==> src/rtl/pid_pkg.sv <==
// pid_pkg -- shared definitions for the saturating PID controller.
//   state_t      : sequencing states of the controller
//   SAT_*        : bit positions inside the 3-bit saturation vector
//   DEF_*        : default widths and integrator limit
//   clamp_s      : generic signed clamp on a wide working width
package pid_pkg;

    typedef enum logic [2:0] {
        IDLE,
        ERR,
        MP,
        MI,
        MD,
        SUM
    } state_t;

    localparam int SAT_ERR = 0;
    localparam int SAT_INT = 1;
    localparam int SAT_OUT = 2;

    localparam int DEF_DW = 16;
    localparam int DEF_OW = 32;

    // Working width for all intermediate sums; wide enough that nothing in
    // the datapath can wrap before it is clamped.
    localparam int CW = 128;

    // Default integrator limit 2^(ow-2)-1.
    function automatic longint def_i_max(input int ow);
        return (longint'(1) <<< (ow - 2)) - longint'(1);
    endfunction

    function automatic logic signed [CW-1:0] clamp_s(
        input logic signed [CW-1:0] x,
        input logic signed [CW-1:0] lo,
        input logic signed [CW-1:0] hi
    );
        if (x > hi) begin
            return hi;
        end
        if (x < lo) begin
            return lo;
        end
        return x;
    endfunction

endpackage

==> src/rtl/pid_mul.sv <==
// pid_mul -- purely combinational signed DW x DW -> 2*DW multiplier.
//   a, b : signed operands
//   p    : full-width signed product
module pid_mul #(
    parameter int DW = 16
) (
    input  logic signed [DW-1:0]   a,
    input  logic signed [DW-1:0]   b,
    output logic signed [2*DW-1:0] p
);

    // Both operands are sign-extended to the product width first, so the
    // low 2*DW bits of the multiply are the exact signed product.
    assign p = (2*DW)'(a) * (2*DW)'(b);

endmodule

==> src/rtl/pid_sat.sv <==
// pid_sat -- sequential PID controller with saturation at every stage.
//   clk, rst         : clock and synchronous active-high reset
//   in_valid/in_ready: sample handshake; inputs captured on accept
//   kp, ki, kd       : signed gains
//   sv, pv           : signed set value and present value
//   int_clr          : clears the integrator at the next edge
//   out_valid        : one-cycle strobe for a new mv
//   mv               : signed manipulation value, held between strobes
//   sat              : {out_clamped, int_clamped, err_clamped}
//   sat_sticky       : OR-accumulation of sat since reset
module pid_sat
    import pid_pkg::*;
#(
    parameter int     DW    = DEF_DW,
    parameter int     OW    = DEF_OW,
    parameter longint I_MAX = def_i_max(OW)
) (
    input  logic                 clk,
    input  logic                 rst,
    input  logic                 in_valid,
    output logic                 in_ready,
    input  logic signed [DW-1:0] kp,
    input  logic signed [DW-1:0] ki,
    input  logic signed [DW-1:0] kd,
    input  logic signed [DW-1:0] sv,
    input  logic signed [DW-1:0] pv,
    input  logic                 int_clr,
    output logic                 out_valid,
    output logic signed [OW-1:0] mv,
    output logic [2:0]           sat,
    output logic [2:0]           sat_sticky
);

    localparam logic signed [CW-1:0] ONE    = CW'(1);
    localparam logic signed [CW-1:0] DW_MAX = (ONE <<< (DW - 1)) - ONE;
    localparam logic signed [CW-1:0] DW_MIN = -(ONE <<< (DW - 1));
    localparam logic signed [CW-1:0] OW_MAX = (ONE <<< (OW - 1)) - ONE;
    localparam logic signed [CW-1:0] OW_MIN = -(ONE <<< (OW - 1));
    localparam logic signed [CW-1:0] IM_HI  = CW'(I_MAX);
    localparam logic signed [CW-1:0] IM_LO  = -IM_HI;

    state_t state, state_next;
    logic   accept;

    logic signed [DW-1:0]   kp_r, ki_r, kd_r, sv_r, pv_r;
    logic signed [DW-1:0]   e_r, de_r, e_prev;
    logic signed [2*DW-1:0] p_term, d_term;
    logic signed [OW-1:0]   i_acc;
    logic                   err_flag, int_flag;

    logic signed [DW-1:0]   mul_a, mul_b;
    logic signed [2*DW-1:0] prod;

    logic signed [CW-1:0]   diff_w, e_w, dd_w, de_w;
    logic signed [CW-1:0]   isum_w, iclamp_w, ssum_w, oclamp_w;
    logic signed [DW-1:0]   e_c, de_c;
    logic signed [OW-1:0]   i_next, mv_next;
    logic                   err_c, int_c, out_c;

    // State register; reset always lands in IDLE.
    always_ff @(posedge clk) begin
        if (rst) begin
            state <= IDLE;
        end else begin
            state <= state_next;
        end
    end

    // Next-state logic: a fixed one-cycle-per-step walk, left only on accept.
    always_comb begin
        state_next = state;
        case (state)
            IDLE:    if (accept) state_next = ERR;
            ERR:     state_next = MP;
            MP:      state_next = MI;
            MI:      state_next = MD;
            MD:      state_next = SUM;
            SUM:     state_next = IDLE;
            default: state_next = IDLE;
        endcase
    end

    // Output decode: the block is only ready while idle.
    always_comb begin
        in_ready = (state == IDLE);
        accept   = in_valid && in_ready;
    end

    // Operand select for the single shared multiplier.
    always_comb begin
        mul_a = kp_r;
        mul_b = e_r;
        case (state)
            MI: begin
                mul_a = ki_r;
                mul_b = e_r;
            end
            MD: begin
                mul_a = kd_r;
                mul_b = de_r;
            end
            default: begin
                mul_a = kp_r;
                mul_b = e_r;
            end
        endcase
    end

    pid_mul #(.DW(DW)) u_mul (
        .a(mul_a),
        .b(mul_b),
        .p(prod)
    );

    // Saturating arithmetic: every result is formed wide, clamped, and the
    // clamp flag is simply "the clamped value differs from the raw one".
    always_comb begin
        diff_w   = CW'(sv_r) - CW'(pv_r);
        e_w      = clamp_s(diff_w, DW_MIN, DW_MAX);
        e_c      = e_w[DW-1:0];
        dd_w     = CW'(e_c) - CW'(e_prev);
        de_w     = clamp_s(dd_w, DW_MIN, DW_MAX);
        de_c     = de_w[DW-1:0];
        err_c    = (e_w != diff_w) || (de_w != dd_w);

        isum_w   = CW'(i_acc) + CW'(prod);
        iclamp_w = clamp_s(isum_w, IM_LO, IM_HI);
        i_next   = iclamp_w[OW-1:0];
        int_c    = (iclamp_w != isum_w);

        ssum_w   = CW'(p_term) + CW'(i_acc) + CW'(d_term);
        oclamp_w = clamp_s(ssum_w, OW_MIN, OW_MAX);
        mv_next  = oclamp_w[OW-1:0];
        out_c    = (oclamp_w != ssum_w);
    end

    // Datapath registers. Each FSM step updates only its own terms; the
    // integrator clear is independent of state and beats the MI update.
    always_ff @(posedge clk) begin
        if (rst) begin
            kp_r       <= '0;
            ki_r       <= '0;
            kd_r       <= '0;
            sv_r       <= '0;
            pv_r       <= '0;
            e_r        <= '0;
            de_r       <= '0;
            e_prev     <= '0;
            p_term     <= '0;
            d_term     <= '0;
            i_acc      <= '0;
            err_flag   <= 1'b0;
            int_flag   <= 1'b0;
            mv         <= '0;
            sat        <= '0;
            sat_sticky <= '0;
            out_valid  <= 1'b0;
        end else begin
            out_valid <= (state == SUM);

            if (accept) begin
                kp_r <= kp;
                ki_r <= ki;
                kd_r <= kd;
                sv_r <= sv;
                pv_r <= pv;
            end

            case (state)
                ERR: begin
                    e_r      <= e_c;
                    de_r     <= de_c;
                    err_flag <= err_c;
                end
                MP: begin
                    p_term <= prod;
                end
                MI: begin
                    int_flag <= int_clr ? 1'b0 : int_c;
                end
                MD: begin
                    d_term <= prod;
                    e_prev <= e_r;
                end
                SUM: begin
                    mv                  <= mv_next;
                    sat[SAT_OUT]        <= out_c;
                    sat[SAT_INT]        <= int_flag;
                    sat[SAT_ERR]        <= err_flag;
                    sat_sticky[SAT_OUT] <= sat_sticky[SAT_OUT] | out_c;
                    sat_sticky[SAT_INT] <= sat_sticky[SAT_INT] | int_flag;
                    sat_sticky[SAT_ERR] <= sat_sticky[SAT_ERR] | err_flag;
                end
                default: begin
                end
            endcase

            if (int_clr) begin
                i_acc <= '0;
            end else if (state == MI) begin
                i_acc <= i_next;
            end
        end
    end

endmodule

==> config.mk <==
export PLATFORM = sky130hd
export DESIGN_NAME = pid_sat
export DESIGN_NICKNAME = d
export VERILOG_FILES = /design/src/rtl/pid_pkg.sv /design/src/rtl/pid_mul.sv /design/src/rtl/pid_sat.sv
export SDC_FILE = /design/constraint.sdc
export NUM_CORES = 2
export LEC_CHECK = 0
export CORE_ASPECT_RATIO = 1.2
export CORE_UTILIZATION = 35
export CTS_BUF_LIST = sky130_fd_sc_hd__clkbuf_4
export CTS_CLUSTER_SIZE = 25
export DETAILED_ROUTE_END_ITERATION = 8
export PLACE_DENSITY = 0.54
export SLEW_MARGIN = 20
export SYNTH_ARGS = -nofsm -noshare
export SYNTH_HDL_FRONTEND = slang
export SYNTH_HIERARCHICAL = 1
export SYNTH_SLANG_ARGS = --single-unit
==> constraint.sdc <==
create_clock -name clk -period 11.5 [get_ports clk]
set_input_delay 2.3 -clock clk [delete_from_list [all_inputs] [get_ports clk]]
set_output_delay 2.3 -clock clk [all_outputs]
set_load 0.05 [all_outputs]
* After elaboration in Yosys (flattened, before gate mapping)
Cells that the tools add are included.
Word-level totals: register bits 268, latch bits 0, bits in writable memories 0, bits in read-only memories 0, output and inout bits 40, logic and storage cells 82, memories 0
Cells by class: add/sub/neg operators 5, $mul 1, div/mod/pow operators 0, order comparisons 8, eq/ne operators 10, shifts and indexed selects 0, multiplexer cells 33, bitwise operators 3, reduce and logical (&&, ||, !) cells 4
Operators with widths (number):
- $mux 128 | 16
- $ne 128x17->1 | 2
- $ne 128x33->1 | 1
- $ne 128x34->1 | 1
- $add 32x32->33 | 2
- $add 33x32->34 | 1
- $gt 17x16->1 const B | 2
- $gt 34x32->1 const B | 1
- $lt 17x16->1 const B | 2
- $lt 34x32->1 const B | 1
- $sub 16x16->17 | 2
- $gt 33x31->1 const B | 1
- $lt 33x31->1 const B | 1
- $mul 16x16->32 | 1
- $pmux 16 s2 | 1
- $mux 16 | 1
- $pmux 3 s5 | 1
- $mux 1 | 13
- $eq 3x2->1 const B | 2
- $eq 3x3->1 const B | 2
- $eq 3x1->1 const B | 1
- $logic_not 3->1 | 1
- $mux 3 | 1
- $or 1x1->1 | 3
- 4 further kinds | 4

* Logic depth before layout (Yosys ltp)
depth in word-level cells 14, depth in mapped cells 46

* Cells and area by module
The synthesis kept the hierarchy.
Modules (own cells, without submodules):
- pid_sat | times used 1, cells each 2145, area each 16404.5 µm², seq. area each 5365.1 µm²
- pid_mul | times used 1, cells each 1124, area each 10005.8 µm², seq. area each 0.0 µm²

* Least setup slack after synthesis
OpenSTA, ideal clock, no wires.
path type flip-flop to flip-flop, from reg state[1], to reg i_acc[31], arrival time 9.661 ns, data required time 11.370 ns, setup slack 1.709 ns, cell stages (with the launch flop) 45, path buffers 6, clock period less this slack 9.791 ns, path through dfxtp_1 clkbuf_1 nor3b_1 clkbuf_1 nor2_1 clkbuf_1 nand2_1 nand2_1 clkbuf_1 nand2_1 fa_1 inv_1 fa_1 inv_1 fa_1 inv_1 fa_1 fa_1 [... 9 more ...] xor2_1 ha_1 clkbuf_1 and2_1 o221ai_1 a2111oi_0 a311oi_2 and3_1 nor4_1 nand4_1 nor4_1 nand3_1 o21ai_1 ha_1 clkbuf_1 nor2_1 a2bb2oi_1 nor3_1
On the way: word-level cells in the longest chain between the ends 9, elaborated cells on any way between the ends 14, classes of those cells 1 x add/sub; 1 x mul; 2 x order compare; 2 x eq/ne; 8 x mux
Ends and longest elaborated chain:
- start, declared | line pid_sat.sv:42 | state_t state, state_next;
- start signal, assigned | line pid_sat.sv:65 | state <= state_next;
- $eq 3x3->1 or $eq 3x2->1 (tied branches) | line pid_sat.sv:93 | case (state)
- $pmux 16 s2 (*) | line pid_sat.sv:93
- via mul_a[5] | line pid_sat.sv:51 | logic signed [DW-1:0] mul_a, mul_b;
- $mul 16x16->32 (*) | line pid_mul.sv:14 | assign p = (2*DW)'(a) * (2*DW)'(b);
- via prod[19] | line pid_sat.sv:52 | logic signed [2*DW-1:0] prod;
- $add 32x32->33 (*) | line pid_sat.sv:126 | isum_w = CW'(i_acc) + CW'(prod);
- $lt 33x31->1 | line pid_pkg.sv:41 | if (x < lo) begin
- $mux 1 (2 in series) | line pid_pkg.sv:41
- $mux 128 | line pid_pkg.sv:44 | return x;
- $mux 128 (*) | line pid_pkg.sv:41
- end signal, assigned | line pid_sat.sv:201 | i_acc <= i_next;
- end, declared | line pid_sat.sv:48 | logic signed [OW-1:0] i_acc;
The timed path passes the listed nets; every way through them passes the cells marked *. The select of a mux whose other input is x is not followed. A chain may end at the register's enable or synchronous reset.

* Worst setup path after layout
from reg state[1], to reg i_acc[7]
Same word-level chain as after synthesis.

==> qor.yml <==
clock_tree:
  root_buffer: "clkbuf_4"
  clk_pin_slew_ns: 0.06
  htreeDepth: 3
  numClockSinks: 268
  clk_path_buf_depth: 3
  numCtsBuffers: 79
  cts_tree: "yes"
  clock_latency_ns: 0.81
die:
  start_util_pct: 35.6
  fp.dieW_um: 253
  pin_count: 124
  design.die.area_um2: 76600
  core-area_um2: 74200
  die_height_um: 303
  fp-row-count: 109
timing:
  min_period_ns: 10.93
  setup_viol: 0
  tightest_slew_ns: 0.977
  hold_viol: 0
  maxSlewHeadroom_pct: 34.0
  period_share_pct: 95.0
  clock.fmax_mhz: 91.5
  grt_setup_unrepaired: "false"
  setup-tns-final_ns: 0
  slew_violations: 0
  hold_ws_ns: 0.447
  clock_skew_ns: 0.0640
placed_design:
  place_inst: 4267
  place_congestion: 0.904
  place_area_um2: 28600
  port_buffers: 123
  hpwl_um: 61100
setup_path:
  worstPathRequired_ns: 12.15
  r2r-start: "state[1]"
  reg2reg_depth: 39
  cp_common_cell: "fa_1"
  critPathLaunchType: "flip-flop"
  r2r_setup_slack_ns: 0.57
  cp-end-kind: "flip-flop"
  crit_path_max_fanout: 29
  crit_path_start: "state[1]"
  slowest_delay_ns: 0.58
  crit_arrival_ns: 11.58
  worst_r2r_endpoint: "i_acc[7]"
  slowest_stage: "dfxtp_1"
  critical_path_class: "reg -> reg"
drt:
  postRouteWirelength_um: 76200
  ant_nets: 0
  drc_errors: 0
  via_count: 22267
  dr.first_iter.drc_count: 994
  drtPass1Iterations: 5
  via_per_inst: 5.05
  avgRoutedWirePerCell_um: 17.3
yosys:
  synth_edf_count: 0
  syn-instance-count: 3269
  yosysMostFrequentCell: "nand2_1"
  synth_nets: 3831
  ys.flop_type: "dfxtp_1"
  synth_top_area_cell: "fa_1"
  avgSynthCellArea_um2: 8.08
  seq_area_frac_synth_pct: 20.3
  ys_ff_latch: 268
  ys_top_cells_by_count: "nand2_1, inv_1, a21oi_1"
  synthDominantCellAreaShare_pct: 22.6
  async_reset_ff_share_pct: 0
  yosys.cell_types.count: 84
  synth.yosys.warnings: 6
  synth.top_cells.by_area: "fa_1, dfxtp_1, nand2_1, ha_1, a21oi_1"
  syn_area_um2: 26400
cells_and_area:
  utilization_pct: 40.1
  layout-drive-gt1-share_pct: 6.63
  instances_no_fill: 4410
  seqCellArea_um2: 5370
  fillerInstances: 7816
  nets: 3911
  multiInputGateArea_um2: 19000
  area_growth_syn_to_layout_pct: 12.6
  fin_area_um2: 29700
pwr:
  ir_drop_v: 0.0000843
  power_density_nw_per_um2: 138
  p_leak_nw: 13.3
global_route:
  track_usage_pct: 20.1
  grt_pass1_vias: 22928
  antenna_found_initial: 1
  grt_pass1_wl_um: 121000
  grt_max_degree: 104
  overflow: 0
hold_path:
  min_to: "sat_sticky[2]"
  hp-class: "reg -> reg"
  hold_path_startpoint: "sat_sticky[2]"
  min_path_cells: 2
run:
  cap_violations: 0
run_status:
  status: "finished clean"
-- cells in the final DEF (no fill, tap or decap), types with 38 or more instances in the layout --
master           instances
dfxtp_1                268
nor3_1                  38
and2_1                 134
nor2_1                 150
a21oi_1                321
a21o_1                  42
xnor2_1                 63
fa_1                   298
xor2_1                  43
nand2_1                621
ha_1                   180
o21ai_0                 87
clkbuf_4               118
inv_1                  404
clkdlybuf4s50_1        122
-- logic make-up (layout without fill, tap and decap cells) --
group                      count (synthesis)  in the layout  share of synthesized area [%]
and+or+nand+nor                         1122           1122                           19.1
buffers and inverters                    564            704                           8.04
muxes                                      6              6                          0.237
xor gates and xnor gates                 107            107                           3.55
DFF                                      268            268                           20.3
adders and majority gates                487            487                           31.5
other                                      0              2                              0
AOI/OAI and AO/OA                        715            715                           17.3
-- report_power, final --
group / internal (W) / total, W / leakage (nW) / switching (W)
Clock: 0.000537 / 0.000975 / 0.633 / 0.000437
Combinational: 0.000764 / 0.00210 / 10.5 / 0.00133
Sequential: 0.000990 / 0.00104 / 2.18 / 0.0000461
-- metrics by stage --
stage / total power, W / setup slack, ns
final: 0.00411 / 0.573
after global routing: 0.00446 / 0.0211
after CTS: 0.00415 / 0.143
after detailed placement: 0.00315 / 0.214
after global placement: 0.00314 / 0.202
after floorplan: 0.00259 / 1.71
-- timing repair --
item | 4_1_cts | 5_1_grt
gates resized for setup | 0 | 14
buffers inserted | 0 | 0
hold buffers | 0 | 0
setup endpoints to repair | 0 | 33
-- worst max path at each step --
stage / slack (ns) / to
6_report: 0.57 / i_acc[7]
5_1_grt: 0.02 / i_acc[12]
4_1_cts: 0.14 / i_acc[12]
3_5_place_dp: 0.21 / i_acc[25]
3_3_place_gp: 0.20 / i_acc[12]
2_1_floorplan: 1.71 / i_acc[31]
-- layout make-up --
type / instances / share of cell area (%)
Clock buffer: 118 / 2.98
Timing Repair Buffer: 158 / 5.11
Multi-Input combinational cell: 2437 / 63.9
Inverter: 405 / 5.11
Sequential cell: 268 / 18.0
Antenna cell: 2 / 0.0168
Clock inverter: 23 / 0.619
Tap cell: 999 / 4.20
-- sequential cells by signal, summed over array words and instances (netlist names), 16 cells and up --
name / flops
ki_r: 16
sv_r: 16
i_acc: 32
p_term: 32
pv_r: 16
mv: 32
de_r: 16
e_prev: 16
kd_r: 16
kp_r: 16
d_term: 32
e_r: 16
-- critical path: cells and delay by family (launching register included) --
kind / cells / cell delay [ns]
compound gates: 10 / 1.96
fa+ha+maj: 9 / 4.04
buf+inv: 6 / 0.70
flops: 1 / 0.58
simple gates: 14 / 3.42
-- routing by layer --
layer | GRT usage, % | vias up | part of all wire (%)
li1 | - | 10971 | -
met1 | 22.5 | 10695 | 41
met2 | 37.8 | 465 | 52
met3 | 2.69 | 136 | 3.6
met4 | 8.35 | 0 | 3.5
met5 | 0 | - | 0
No activity file was read; power rests on OpenSTA's default activity.
